## src/rtl/spi_axis_bridge.sv

```systemverilog
// rtl/spi_axis_bridge.sv - SPI mode-0 slave to byte-wide AXI-Stream bridge with TX response FIFO.
// Optional macro SPI_AXIS_TX_FLUSH_EN: empty the TX FIFO on every armed CS rise.
module spi_axis_bridge #(
    parameter int SYNC_STAGES = 2,
    parameter int TX_DEPTH    = 16
) (
    input  logic       i_clk,
    input  logic       i_reset,
    input  logic       i_spi_sclk,
    input  logic       i_spi_cs_n,
    input  logic       i_spi_mosi,
    output logic       o_spi_miso,
    output logic [7:0] m_axis_tdata,
    output logic       m_axis_tkeep,
    output logic       m_axis_tvalid,
    input  logic       m_axis_tready,
    output logic       m_axis_tlast,
    output logic       m_axis_tuser,
    input  logic [7:0] s_axis_tdata,
    input  logic       s_axis_tkeep,
    input  logic       s_axis_tlast,
    input  logic       s_axis_tuser,
    input  logic       s_axis_tvalid,
    output logic       s_axis_tready,
    output logic       o_rx_active
);
    localparam int AW = $clog2(TX_DEPTH);

    typedef enum logic [1:0] {
        S_UNARMED,
        S_IDLE,
        S_ACTIVE
    } state_t;

    logic [SYNC_STAGES-1:0] r_sclk_sync;
    logic [SYNC_STAGES-1:0] r_cs_sync;
    logic [SYNC_STAGES-1:0] r_mosi_sync;
    logic                   r_sclk_hist;
    logic [SYNC_STAGES:0]   r_settle;

    state_t     r_state;
    state_t     w_state_next;

    logic [2:0] r_bit_cnt;
    logic       r_bad;
    logic       r_first_fall;
    logic [7:0] r_rx_shift;
    logic [7:0] r_tx_shift;
    logic [7:0] r_pending;
    logic       r_pending_valid;

    logic [7:0]  r_fifo [TX_DEPTH];
    logic [AW:0] r_wr_ptr;
    logic [AW:0] r_rd_ptr;

    logic       w_sclk;
    logic       w_cs;
    logic       w_mosi;
    logic       w_settled;
    logic       w_cs_fall;
    logic       w_cs_rise;
    logic       w_sclk_rise;
    logic       w_sclk_fall;
    logic       w_frame_on;
    logic       w_full;
    logic       w_empty;
    logic       w_fifo_wr;
    logic       w_tx_load;
    logic       w_pop;
    logic [7:0] w_tx_next;
    logic [7:0] w_rx_byte;
    logic       w_byte_done;
    logic       w_push;
    logic       w_push_last;
    logic       w_push_user;
    logic       w_out_free;
    logic       w_drop;
    logic       w_unused;

    assign w_unused = &{1'b0, s_axis_tkeep, s_axis_tlast, s_axis_tuser};

    always_ff @(posedge i_clk) begin
        if (i_reset) begin
            r_sclk_sync <= '0;
            r_cs_sync   <= '1;
            r_mosi_sync <= '0;
            r_sclk_hist <= 1'b0;
            r_settle    <= '0;
        end else begin
            r_sclk_sync <= {r_sclk_sync[SYNC_STAGES-2:0], i_spi_sclk};
            r_cs_sync   <= {r_cs_sync[SYNC_STAGES-2:0], i_spi_cs_n};
            r_mosi_sync <= {r_mosi_sync[SYNC_STAGES-2:0], i_spi_mosi};
            r_sclk_hist <= r_sclk_sync[SYNC_STAGES-1];
            r_settle    <= {r_settle[SYNC_STAGES-1:0], 1'b1};
        end
    end

    assign w_sclk = r_sclk_sync[SYNC_STAGES-1];
    assign w_cs   = r_cs_sync[SYNC_STAGES-1];
    assign w_mosi = r_mosi_sync[SYNC_STAGES-1];
    // The chain resets to cs_n=1, so only trust it once real pin values have flushed through.
    assign w_settled = r_settle[SYNC_STAGES];

    always_ff @(posedge i_clk) begin
        if (i_reset) begin
            r_state <= S_UNARMED;
        end else begin
            r_state <= w_state_next;
        end
    end

    always_comb begin
        w_state_next = r_state;
        w_cs_fall    = 1'b0;
        w_cs_rise    = 1'b0;
        w_sclk_rise  = 1'b0;
        w_sclk_fall  = 1'b0;
        w_frame_on   = 1'b0;
        case (r_state)
            S_UNARMED: begin
                if (w_settled && w_cs) begin
                    w_state_next = S_IDLE;
                end
            end
            S_IDLE: begin
                if (!w_cs) begin
                    w_cs_fall    = 1'b1;
                    w_state_next = S_ACTIVE;
                end
            end
            S_ACTIVE: begin
                if (w_cs) begin
                    w_cs_rise    = 1'b1;
                    w_state_next = S_IDLE;
                end else begin
                    w_frame_on  = 1'b1;
                    w_sclk_rise = w_sclk && !r_sclk_hist;
                    w_sclk_fall = !w_sclk && r_sclk_hist;
                end
            end
            default: w_state_next = S_UNARMED;
        endcase
    end

    assign w_full  = (r_wr_ptr[AW] != r_rd_ptr[AW]) && (r_wr_ptr[AW-1:0] == r_rd_ptr[AW-1:0]);
    assign w_empty = (r_wr_ptr == r_rd_ptr);
    assign s_axis_tready = !i_reset && !w_full;
    assign w_fifo_wr = s_axis_tvalid && s_axis_tready;

    assign w_tx_load = w_cs_fall || (w_sclk_fall && (r_bit_cnt == 3'd0) && !r_first_fall);
    assign w_pop     = w_tx_load && !w_empty;
    assign w_tx_next = w_empty ? 8'hFF : r_fifo[r_rd_ptr[AW-1:0]];

    always_ff @(posedge i_clk) begin
        if (w_fifo_wr) begin
            r_fifo[r_wr_ptr[AW-1:0]] <= s_axis_tdata;
        end
    end

    always_ff @(posedge i_clk) begin
        if (i_reset) begin
            r_wr_ptr <= '0;
            r_rd_ptr <= '0;
        end else begin
            if (w_fifo_wr) begin
                r_wr_ptr <= r_wr_ptr + 1'b1;
            end
            if (w_pop) begin
                r_rd_ptr <= r_rd_ptr + 1'b1;
            end
`ifdef SPI_AXIS_TX_FLUSH_EN
            if (w_cs_rise) begin
                r_rd_ptr <= r_wr_ptr;
            end
`endif
        end
    end

    assign w_rx_byte   = {r_rx_shift[6:0], w_mosi};
    assign w_byte_done = w_sclk_rise && (r_bit_cnt == 3'd7);
    // A completed byte is held back one slot so the final byte of a frame can carry tlast.
    assign w_push      = r_pending_valid && (w_byte_done || w_cs_rise);
    assign w_push_last = w_cs_rise;
    assign w_push_user = w_cs_rise && (r_bad || (r_bit_cnt != 3'd0));
    assign w_out_free  = !m_axis_tvalid || m_axis_tready;
    assign w_drop      = w_push && !w_out_free;

    always_ff @(posedge i_clk) begin
        if (i_reset) begin
            r_bit_cnt       <= 3'd0;
            r_bad           <= 1'b0;
            r_first_fall    <= 1'b0;
            r_rx_shift      <= 8'h00;
            r_tx_shift      <= 8'hFF;
            r_pending       <= 8'h00;
            r_pending_valid <= 1'b0;
        end else begin
            if (w_cs_fall) begin
                r_bit_cnt       <= 3'd0;
                r_bad           <= 1'b0;
                r_first_fall    <= 1'b1;
                r_pending_valid <= 1'b0;
            end else begin
                if (w_drop || (w_cs_rise && (r_bit_cnt != 3'd0))) begin
                    r_bad <= 1'b1;
                end
                if (w_sclk_rise) begin
                    r_rx_shift <= w_rx_byte;
                    r_bit_cnt  <= r_bit_cnt + 3'd1;
                end
                if (w_sclk_fall) begin
                    r_first_fall <= 1'b0;
                end
                if (w_byte_done) begin
                    r_pending       <= w_rx_byte;
                    r_pending_valid <= 1'b1;
                end else if (w_cs_rise) begin
                    r_pending_valid <= 1'b0;
                end
            end
            if (w_tx_load) begin
                r_tx_shift <= w_tx_next;
            end else if (w_sclk_fall) begin
                r_tx_shift <= {r_tx_shift[6:0], 1'b1};
            end
        end
    end

    always_ff @(posedge i_clk) begin
        if (i_reset) begin
            m_axis_tdata  <= 8'h00;
            m_axis_tvalid <= 1'b0;
            m_axis_tlast  <= 1'b0;
            m_axis_tuser  <= 1'b0;
        end else if (w_push && w_out_free) begin
            m_axis_tdata  <= r_pending;
            m_axis_tvalid <= 1'b1;
            m_axis_tlast  <= w_push_last;
            m_axis_tuser  <= w_push_user;
        end else begin
            if (m_axis_tready) begin
                m_axis_tvalid <= 1'b0;
            end
            // A frame end that cannot be queued closes the frame through the stalled beat.
            if (w_drop && w_push_last) begin
                m_axis_tlast <= 1'b1;
                m_axis_tuser <= 1'b1;
            end
        end
    end

    assign m_axis_tkeep = 1'b1;
    assign o_rx_active  = w_frame_on;
    assign o_spi_miso   = w_frame_on ? r_tx_shift[7] : 1'b1;

endmodule

```

## config.mk

```make
export PLATFORM = sky130hd
export DESIGN_NAME = spi_axis_bridge
export DESIGN_NICKNAME = d
export VERILOG_FILES = /design/src/rtl/spi_axis_bridge.sv
export SDC_FILE = /design/constraint.sdc
export NUM_CORES = 1
export LEC_CHECK = 0
export ABC_AREA = 1
export BUFFER_PORTS_ARGS = -buffer_cell sky130_fd_sc_hd__buf_4
export CAP_MARGIN = 40
export CELL_PAD_IN_SITES_DETAIL_PLACEMENT = 1
export CELL_PAD_IN_SITES_GLOBAL_PLACEMENT = 2
export CORE_ASPECT_RATIO = 1.25
export CORE_MARGIN = 1
export CORE_UTILIZATION = 30
export DETAILED_ROUTE_END_ITERATION = 8
export HOLD_SLACK_MARGIN = 0.05
export PLACE_DENSITY_LB_ADDON = 0.3
export SLEW_MARGIN = 20
export SYNTH_ARGS = -nofsm -noshare
export SYNTH_HDL_FRONTEND = slang
export SYNTH_SLANG_ARGS = --single-unit
export TNS_END_PERCENT = 30
```

## constraint.sdc

```tcl
create_clock -name i_clk -period 5.55 [get_ports i_clk]
set_input_delay 0.2775 -clock i_clk [delete_from_list [all_inputs] [get_ports i_clk]]
set_output_delay 0.2775 -clock i_clk [all_outputs]
set_load 0.01 [all_outputs]
```

==> impl_metrics.yaml, run 1 <==
synthesis:
  netlist_area_um2: 8390
  synthMuxAreaShare: 0
  ys_types: 35
  ys.flop_type: "edfxtp_1"
  syn-num-nets: 937
  async_flop_share: 0
  synth_compound_area_frac: 0.0410
  synth_most_common_cell: "nand2_1"
  yosys-top-cells-count: "nand2_1, inv_1, edfxtp_1"
  ys_seq_area_frac: 0.616
  yosysTopAreaCell: "edfxtp_1"
  synth-simple-area-share: 0.229
  yosysTopAreaCellShare: 0.458
  ys_ff_latch: 194
  synth-edff-count: 128
  synth-xor-area-share: 0.00731
  ys.warnings.count: 0
  synth_top_family_by_area: "simple AND/OR/NAND/NOR gates"
  synth.area.top_cells: "edfxtp_1, dfxtp_1, nand2_1"
  synth_fa_ha_area_frac: 0.0119
  syn_area_per_cell_um2: 9.20
  syn-instance-count: 911
global_routing:
  use_met1: 0.188
  use_met2: 0.267
  grt-ovfl-total: 0
  grt_usage: 0.154
  top_usage_layer: "met2"
  use_met3: 0.0284
  antenna_found_initial: 0
  grt_max_degree: 65
  grt_pass1_wl_um: 32700
  grt_pass1_vias: 5876
clock_tree:
  post_cts_buffers: 0
  clk_pin_slew_ns: 0.08
  root_buffer: "clkbuf_16"
  cts_tree: "yes"
  cts_resized: 0
  clock_path_buffers: 2
  cts.sinks: 194
  clock_latency_ns: 0.44
  hold_buffers: 3
  cts_buffers: 17
  htree_levels: 4
layout:
  insertedDiodeCount: 0
  ff_latch_area_um2: 5170
  syn2layout_area_growth_pct: 14.2
  num-fill-cells: 3235
  nets: 967
  stdcell_count: 1304
  drive_gt1_frac: 0.112
  multiInputGateArea_um2: 2430
power:
  switching_share: 0.235
  p_clk_frac: 0.422
  p_int_mw: 2.17
  seqPwrFrac: 0.548
  p_leak_nw: 4.08
  switchingPower_mw: 0.665
  share_comb_of_total_power: 0.030
  irDropWorstVdd_v: 0.000194
  p_per_area_nw_per_um2: 296
die:
  num_rows: 68
  fp.dieW_um: 152
  initial_core_util: 0.304
  fp.dieH_um: 189
  core_area_um2: 27600
  die_area_um2: 28600
  ios: 33
drt:
  drc_errors: 0
  final_antenna_net_count: 0
  post_drt_wl_per_cell_um: 15.8
  dr.pass1.iters: 4
  viasPerCell: 4.49
  vias: 5854
  dr.first_iter.drc_count: 184
  routed_wl_um: 20600
critical_path:
  crit_family: "simple AND/OR/NAND/NOR gates"
  path_buf_inv: 2
  setup.worst_path.class: "register to register"
  startpoint_type: "register"
  critical_path_arrival_ns: 2.44
  critical_path_required_ns: 5.70
  crit_fanout: 8
  worstPathCellList: "nand2_1 > nand2_1 > nor2_4 > nand3b_4 > nand3_4 > inv_2 > nand2_1 > nor2_1 > buf_6"
  end_kind: "register"
  slowest_delay_ns: 0.52
  slowest_stage: "nor2_1"
  path_common_cell: "nand2_1"
sta:
  fmax_ghz: 0.437
  fin_hold_ws_ns: 0.139
  hold_viol: 0
  setup_viol: 0
  fin_setup_tns_ns: 0
  rsz0062_at_grt: "no"
  period_share: 0.412
  fin_skew_ns: 0.0106
  fin_crit_ns: 2.29
  tightest_slew_ns: 0.834
  slew_violations: 0
  slew_headroom: 0.444
placement:
  hpwl_um: 13100
  placed_cells: 1263
  io_buffers: 28
  gp_congestion: 0.682
run_status:
  run_status: "completed"
flow_run:
  maxCapViolCount: 0
min_path:
  worstHoldPathType: "input pin to register"
-- registers in the layout (all words and copies together), names as in the netlist, named ones only --
signal	count
r_rd_ptr	5
r_bit_cnt	3
r_cs_sync	2
r_wr_ptr	5
r_settle	3
r_first_fall	1
r_tx_shift	8
r_mosi_sync	2
r_pending_valid	1
r_state	2
r_pending	8
r_sclk_sync	2
r_sclk_hist	1
m_axis_tdata	8
m_axis_tuser	1
r_rx_shift	7
r_fifo	128
m_axis_tvalid	1
r_bad	1
m_axis_tlast	1
-- final timing paths --
path | cells after the start | end | slack, ns | startpoint
setup reg to reg | 9 | r_fifo[12][1] | 3.26 | r_wr_ptr[2]
setup / recovery | 9 | r_fifo[12][1] | 3.26 | r_wr_ptr[2]
hold / removal | 4 | r_bad | 0.14 | m_axis_tready
hold reg to reg | 2 | r_settle[2] | 0.41 | r_settle[1]
-- stage by stage --
stage               power (mW)  utilization  worst slack (ns)  instance area (µm²)
finish                    2.83        0.347              3.26                 9580
CTS                       2.87        0.346              3.15                 9530
detailed placement        1.67        0.324              3.00                 8930
floorplan                 1.63            -              3.76                 8390
global route              2.94        0.347              3.06                 9580
global placement          1.67        0.322              2.76                 8890
-- placed cells by master (no fill, tap or decap), drive strengths merged --
cell,n
nand2,235
a21oi,33
clkinv,7
edfxtp,128
nor2,69
ha,8
buf,44
xor2,4
clkinvlp,2
inv,166
xnor2,3
nand4,4
dfxtp,66
nor3,1
clkbuf,17
conb,1
nand3,124
o21ai,35
dlygate4sd3,3
nand3b,2
or2,2
-- cell type report --
| class | instances | share of cell area |
|---|---|---|
| timing repair buffer | 47 | 0.0384 |
| inverter | 160 | 0.0630 |
| clock buffer | 17 | 0.0444 |
| sequential | 194 | 0.540 |
| multi-input combinational | 521 | 0.254 |
| clock inverter | 15 | 0.0146 |
| tap | 350 | 0.0457 |
-- kinds of logic (layout without fill, tap and decap cells) --
logic type	after synthesis	count (layout)
AOI/OAI and AO/OA	68	68
xor gates and xnor gates	7	7
adders and majority gates	8	8
buffers and inverters	196	239
DFF	194	194
other	1	1
and+or+nand+nor	437	437
-- tightest hold or removal path, stage by stage --
cell and delay (ns):
buf_4 0.08, nor2_1 0.06, nand2_2 0.08, a21oi_2 0.05
-- power by group through the flow --
stage / clock, mW / sequential [mW] / combinational [mW]
floorplan: 0 / 1.58 / 0.0434
global placement: 0 / 1.59 / 0.0835
detailed placement: 0 / 1.59 / 0.0850
CTS: 1.23 / 1.55 / 0.0869
global route: 1.29 / 1.55 / 0.0971
finish: 1.20 / 1.55 / 0.0848
-- metal layers --
| metal | share of wire | vias up |
|---|---|---|
| met4 | 0.019 | 0 |
| met1 | 0.44 | 2825 |
| met3 | 0.023 | 19 |
| li1 | - | 2958 |
| met2 | 0.52 | 52 |
| met5 | 0 | - |
Note: power is estimated with default switching activity, not from simulation.
==> run 2, diff against run 1 <==
==> constraint.sdc (replaced) <==
create_clock -name i_clk -period 1.9 [get_ports i_clk]
set_input_delay 0.095 -clock i_clk [delete_from_list [all_inputs] [get_ports i_clk]]
set_output_delay 0.095 -clock i_clk [all_outputs]
set_load 0.01 [all_outputs]
==> run 2 against run 1 <==
Compared with the run above: total power grew to 3.0 times the previous value; worst hold slack lost 0.082 ns; die area is the same; clock-buffer cell count grew 5; sequential cell count is the same; design area grew 3.5%; worst setup slack lost 3.1 ns; non-clock buffer count grew 32; final cell count grew 2.5%; routed wire length grew 5.6%; largest power group unchanged.
==> impl_metrics.yaml, run 2 (synthesis gave the netlist of run 1 again) <==
critical_path:
  startpoint_type: "register"
  end_kind: "output pin"
  setup.worst_path.class: "register to output pin"
  r2r-start: "r_rd_ptr[4]"
  critical_path_arrival_ns: 1.68
  critical_path_required_ns: 1.80
  rrSetupSlack_ns: 0.18
  r2r-end: "r_fifo[14][7]"
  crit_fanout: 5
  reg2regPathDepth: 7
drt:
  vias: 5913
  post_drt_wl_per_cell_um: 16.2
  drc_errors: 0
  final_antenna_net_count: 0
  dr.pass1.iters: 5
  routed_wl_um: 21700
  dr.first_iter.drc_count: 223
  viasPerCell: 4.43
sta:
  rsz0062_at_grt: "yes"
  fin_hold_ws_ns: 0.0571
  tightest_slew_ns: 0.519
  slew_violations: 0
  setup_viol: 0
  fin_crit_ns: 1.77
  fin_skew_ns: 0.0125
  fmax_ghz: 0.564
  fin_setup_tns_ns: 0
  hold_viol: 0
  setup_ws_ns: 0.127
  slew_headroom: 0.654
  period_share: 0.933
global_routing:
  grt-ovfl-total: 0
  grt_max_degree: 65
  grt_usage: 0.162
  antenna_found_initial: 0
  grt_pass1_vias: 6083
  grt_pass1_wl_um: 34100
min_path:
  worstHoldPathType: "input pin to register"
  hold_path_startpoint: "s_axis_tdata[0]"
  hold_end: "r_fifo[3][0]"
  min_path_cells: 1
run_status:
  run_status: "completed"
clock_tree:
  root_buffer: "clkbuf_16"
  clk_pin_slew_ns: 0.08
  clock_path_buffers: 2
  cts.sinks: 194
  cts_tree: "yes"
  cts_buffers: 17
  htree_levels: 4
  clock_latency_ns: 0.44
layout:
  final_core_util: 0.359
  drive_gt1_frac: 0.136
  nets: 999
  final_cell_mix: "nand2_1, inv_1, edfxtp_1"
  syn2layout_area_growth_pct: 18.2
  final_area_um2: 9910
  stdcell_count: 1336
  largest_reg_flops: 128
  insertedDiodeCount: 0
  layout_commonest_cell: "nand2_1"
die:
  core_area_um2: 27600
  ios: 33
  fp.dieW_um: 152
  die_area_um2: 28600
  fp.dieH_um: 189
  initial_core_util: 0.304
  num_rows: 68
placement:
  gp_congestion: 0.782
  io_buffers: 28
  hpwl_um: 14700
  place_area_um2: 9190
  pre_cts_slack_ns: 0.0488
  placed_cells: 1293
power:
  p_per_area_nw_per_um2: 852
  irDropWorstVdd_v: 0.000637
  p_leak_nw: 4.27
  power.total_mw: 8.44
flow_run:
  maxCapViolCount: 0
-- run 2: cell count changes in the layout (fill, tap and decap cells not counted), sizes merged --
cell         previous run  this run
clkbuf                 17        22
clkinvlp                2         0
clkinv                  7         6
dlygate4sd3             3        11
inv                   166       164
buf                    44        68
-- run 2: cell type report --
type,instances,area [µm²]
repair buffers,79,658
inverters,160,603
multi-input cells,521,2450
clock inverters,10,82.6
well taps,350,438
flip-flops and latches,194,5170
fillers,3245,17700
clock buffers,22,509
-- run 2: power by group --
part / internal, mW / total [mW] / switching [mW] / leakage [nW]
Clock: 1.95 / 3.60 / 1.65 / 0.297
Combinational: 0.101 / 0.308 / 0.208 / 2.29
Sequential: 4.52 / 4.53 / 0.0122 / 1.69
-- run 2: worst max-delay path by stage --
stage,slack (ns),cells after the start,from,endpoint
detailed placement,0.05,7,r_rd_ptr[4],r_fifo[12][1]
floorplan,0.11,10,r_wr_ptr[2],r_fifo[12][0]
global placement,0.11,7,r_rd_ptr[4],r_fifo[12][0]
CTS,0.03,7,r_rd_ptr[4],r_fifo[12][1]
global route,-0.007,9,r_rd_ptr[1],s_axis_tready
finish,0.13,9,r_rd_ptr[2],s_axis_tready
-- run 2: timing repair --
item	in CTS	in global routing
hold endpoints to repair	64	5
setup endpoints to repair	1	81
buffers inserted	0	0
hold buffers	10	1
resized for setup	1	5
-- run 2: critical path, cell delays in order, from the launching register on --
cell and delay (ns):
dfxtp_1 0.37, inv_1 0.05, nand2_1 0.05, nand2_1 0.09, nor2_4 0.16, nand3b_4 0.10
buf_4 0.16, nand2_1 0.08, inv_1 0.05, buf_4 0.13
-- run 2: metal layers --
layer  routed length (µm)  track usage  vias up
met2                11100        0.281       54
met4                  417       0.0575        0
li1                     -            -     3025
met1                 9760        0.202     2812
met5                    0            0        -
met3                  460       0.0265       22
==> run 3, diff against run 2 <==
--- a/config.mk
+++ b/config.mk
@@ -12,7 +12,7 @@
 export CELL_PAD_IN_SITES_GLOBAL_PLACEMENT = 2
 export CORE_ASPECT_RATIO = 1.25
 export CORE_MARGIN = 1
-export CORE_UTILIZATION = 30
+export CORE_UTILIZATION = 35
 export DETAILED_ROUTE_END_ITERATION = 8
 export HOLD_SLACK_MARGIN = 0.05
 export PLACE_DENSITY_LB_ADDON = 0.3
==> run 3 against run 2 <==
Compared with the run above: clock skew decreased by 0.0028 ns; first-iteration DRC count decreased by 3.1%; final cell count decreased by 4.6%; clock power increased by 1%; via count increased by 0.74%; sequential power about the same; sequential share of layout area increased by 0.36 points; clock-buffer cell count unchanged; register-to-register slack got worse by 0.04 ns; critical endpoint is now r_fifo[2][3]; worst setup slack improved by 0.0093 ns.
==> impl_metrics.yaml, run 3 (synthesis gave the netlist of run 1 again) <==
drt:
  routed_wl_um: 21600
  post_drt_wl_per_cell_um: 17.0
  dr.first_iter.drc_count: 216
  dr.pass1.iters: 5
  vias: 5957
  viasPerCell: 4.68
  drc_errors: 0
  final_antenna_net_count: 0
placement:
  gp_congestion: 0.802
  io_buffers: 28
  hpwl_um: 15100
sta:
  rsz0062_at_grt: "no"
  fin_setup_tns_ns: 0
  fin_crit_ns: 1.76
  period_share: 0.928
  setup_viol: 0
  fin_skew_ns: 0.00969
  fmax_ghz: 0.567
  hold_viol: 0
  slew_violations: 0
critical_path:
  setup.worst_path.class: "register to register"
  critical_path_arrival_ns: 1.90
  crit_fanout: 8
  slowest_delay_ns: 0.41
  startpoint_type: "register"
  end_kind: "register"
  slowest_stage: "dfxtp_1"
  worstPathCellList: "xnor2_2 > nand3b_4 > nand3_4 > inv_2 > nand2_1 > nor2_1 > buf_4"
  critical_path_required_ns: 2.04
  rrSetupSlack_ns: 0.14
die:
  initial_core_util: 0.360
  ios: 33
  fp.dieH_um: 175
  fp.dieW_um: 140
  num_rows: 62
  die_area_um2: 24600
  core_area_um2: 23300
global_routing:
  grt-ovfl-total: 0
  grt_usage: 0.187
  grt_max_degree: 44
  antenna_found_initial: 0
  grt_pass1_wl_um: 33800
  grt_pass1_vias: 6033
layout:
  nets: 999
  final_cell_mix: "nand2_1, inv_1, edfxtp_1"
  insertedDiodeCount: 0
  layout_commonest_cell: "nand2_1"
  drive_gt1_frac: 0.135
  num-fill-cells: 2692
  largest_reg_flops: 128
  syn2layout_area_growth_pct: 17.3
  final_core_util: 0.423
clock_tree:
  cts_tree: "yes"
  htree_levels: 4
  clock_latency_ns: 0.43
  cts.sinks: 194
  clock_path_buffers: 2
  cts_buffers: 17
  post_cts_buffers: 0
  root_buffer: "clkbuf_16"
  clk_pin_slew_ns: 0.07
min_path:
  worstHoldPathType: "input pin to register"
power:
  irDropWorstVdd_v: 0.000670
  p_leak_nw: 4.28
  p_per_area_nw_per_um2: 862
flow_run:
  maxCapViolCount: 0
run_status:
  run_status: "completed"
[run 3: cell count changes in the layout (fill, tap and decap cells not counted), sizes merged]
cell	change
dlygate4sd3	-1
bufinv	+2
inv	-2
buf	+1
[run 3: cell type report]
cell class / instances / area, µm² / area share
Multi-Input combinational cell: 521 / 2440 / 0.249
Tap cell: 288 / 360 / 0.0366
Clock buffer: 22 / 498 / 0.0506
Clock inverter: 10 / 109 / 0.0111
Sequential cell: 194 / 5170 / 0.525
Inverter: 160 / 603 / 0.0613
Timing Repair Buffer: 79 / 656 / 0.0666
[run 3: power by group]
part           internal [mW]  switching [mW]
Clock                   2.08            1.57
Sequential              4.52          0.0109
Combinational         0.0937           0.201
[run 3: worst max-delay path: cells and delay by family (launching register included)]
family                    cells  cell delay, ns
xor gates and xnor gates      1            0.16
buffers and inverters         2            0.28
DFF                           1            0.41
and+or+nand+nor               4            0.60
[run 3: metal layers]
| metal | part of all wire | up-vias | global-route usage |
|---|---|---|---|
| met5 | 0 | - | 0 |
| met1 | 0.43 | 2835 | 0.223 |
| met3 | 0.027 | 22 | 0.0293 |
| met4 | 0.024 | 0 | 0.0833 |
| met2 | 0.52 | 78 | 0.332 |
| li1 | - | 3022 | - |
[run 3: final timing paths]
check                           cells after the start            to            start
worst max-delay path                                7  r_fifo[2][3]      r_rd_ptr[4]
worst min-delay path                                1  r_fifo[5][3]  s_axis_tdata[3]
worst max register to register                      7  r_fifo[2][3]      r_rd_ptr[4]
worst min register to register                      2   r_settle[1]      r_settle[0]
[run 3: per-stage QoR]
step	area [µm²]	instances	setup WS, ns	hold WS [ns]	power (mW)
2_1_floorplan	8390	911	0.112	0.194	4.76
3_3_place_gp	9120	1232	0.0925	0.279	4.91
3_5_place_dp	9120	1232	0.0579	0.290	4.91
4_1_cts	9820	1274	0.0354	0.0590	8.59
5_1_grt	9840	1274	0.00739	0.0513	8.78
6_report	9840	1274	0.137	0.0631	8.48
[run 3: repair_timing]
| item | 4_1_cts | 5_1_grt |
|---|---|---|
| endpoints found under the hold margin | 42 | 0 |
| setup endpoints to repair | 0 | 44 |
| gates resized for setup | 0 | 3 |
| hold buffers | 10 | 0 |
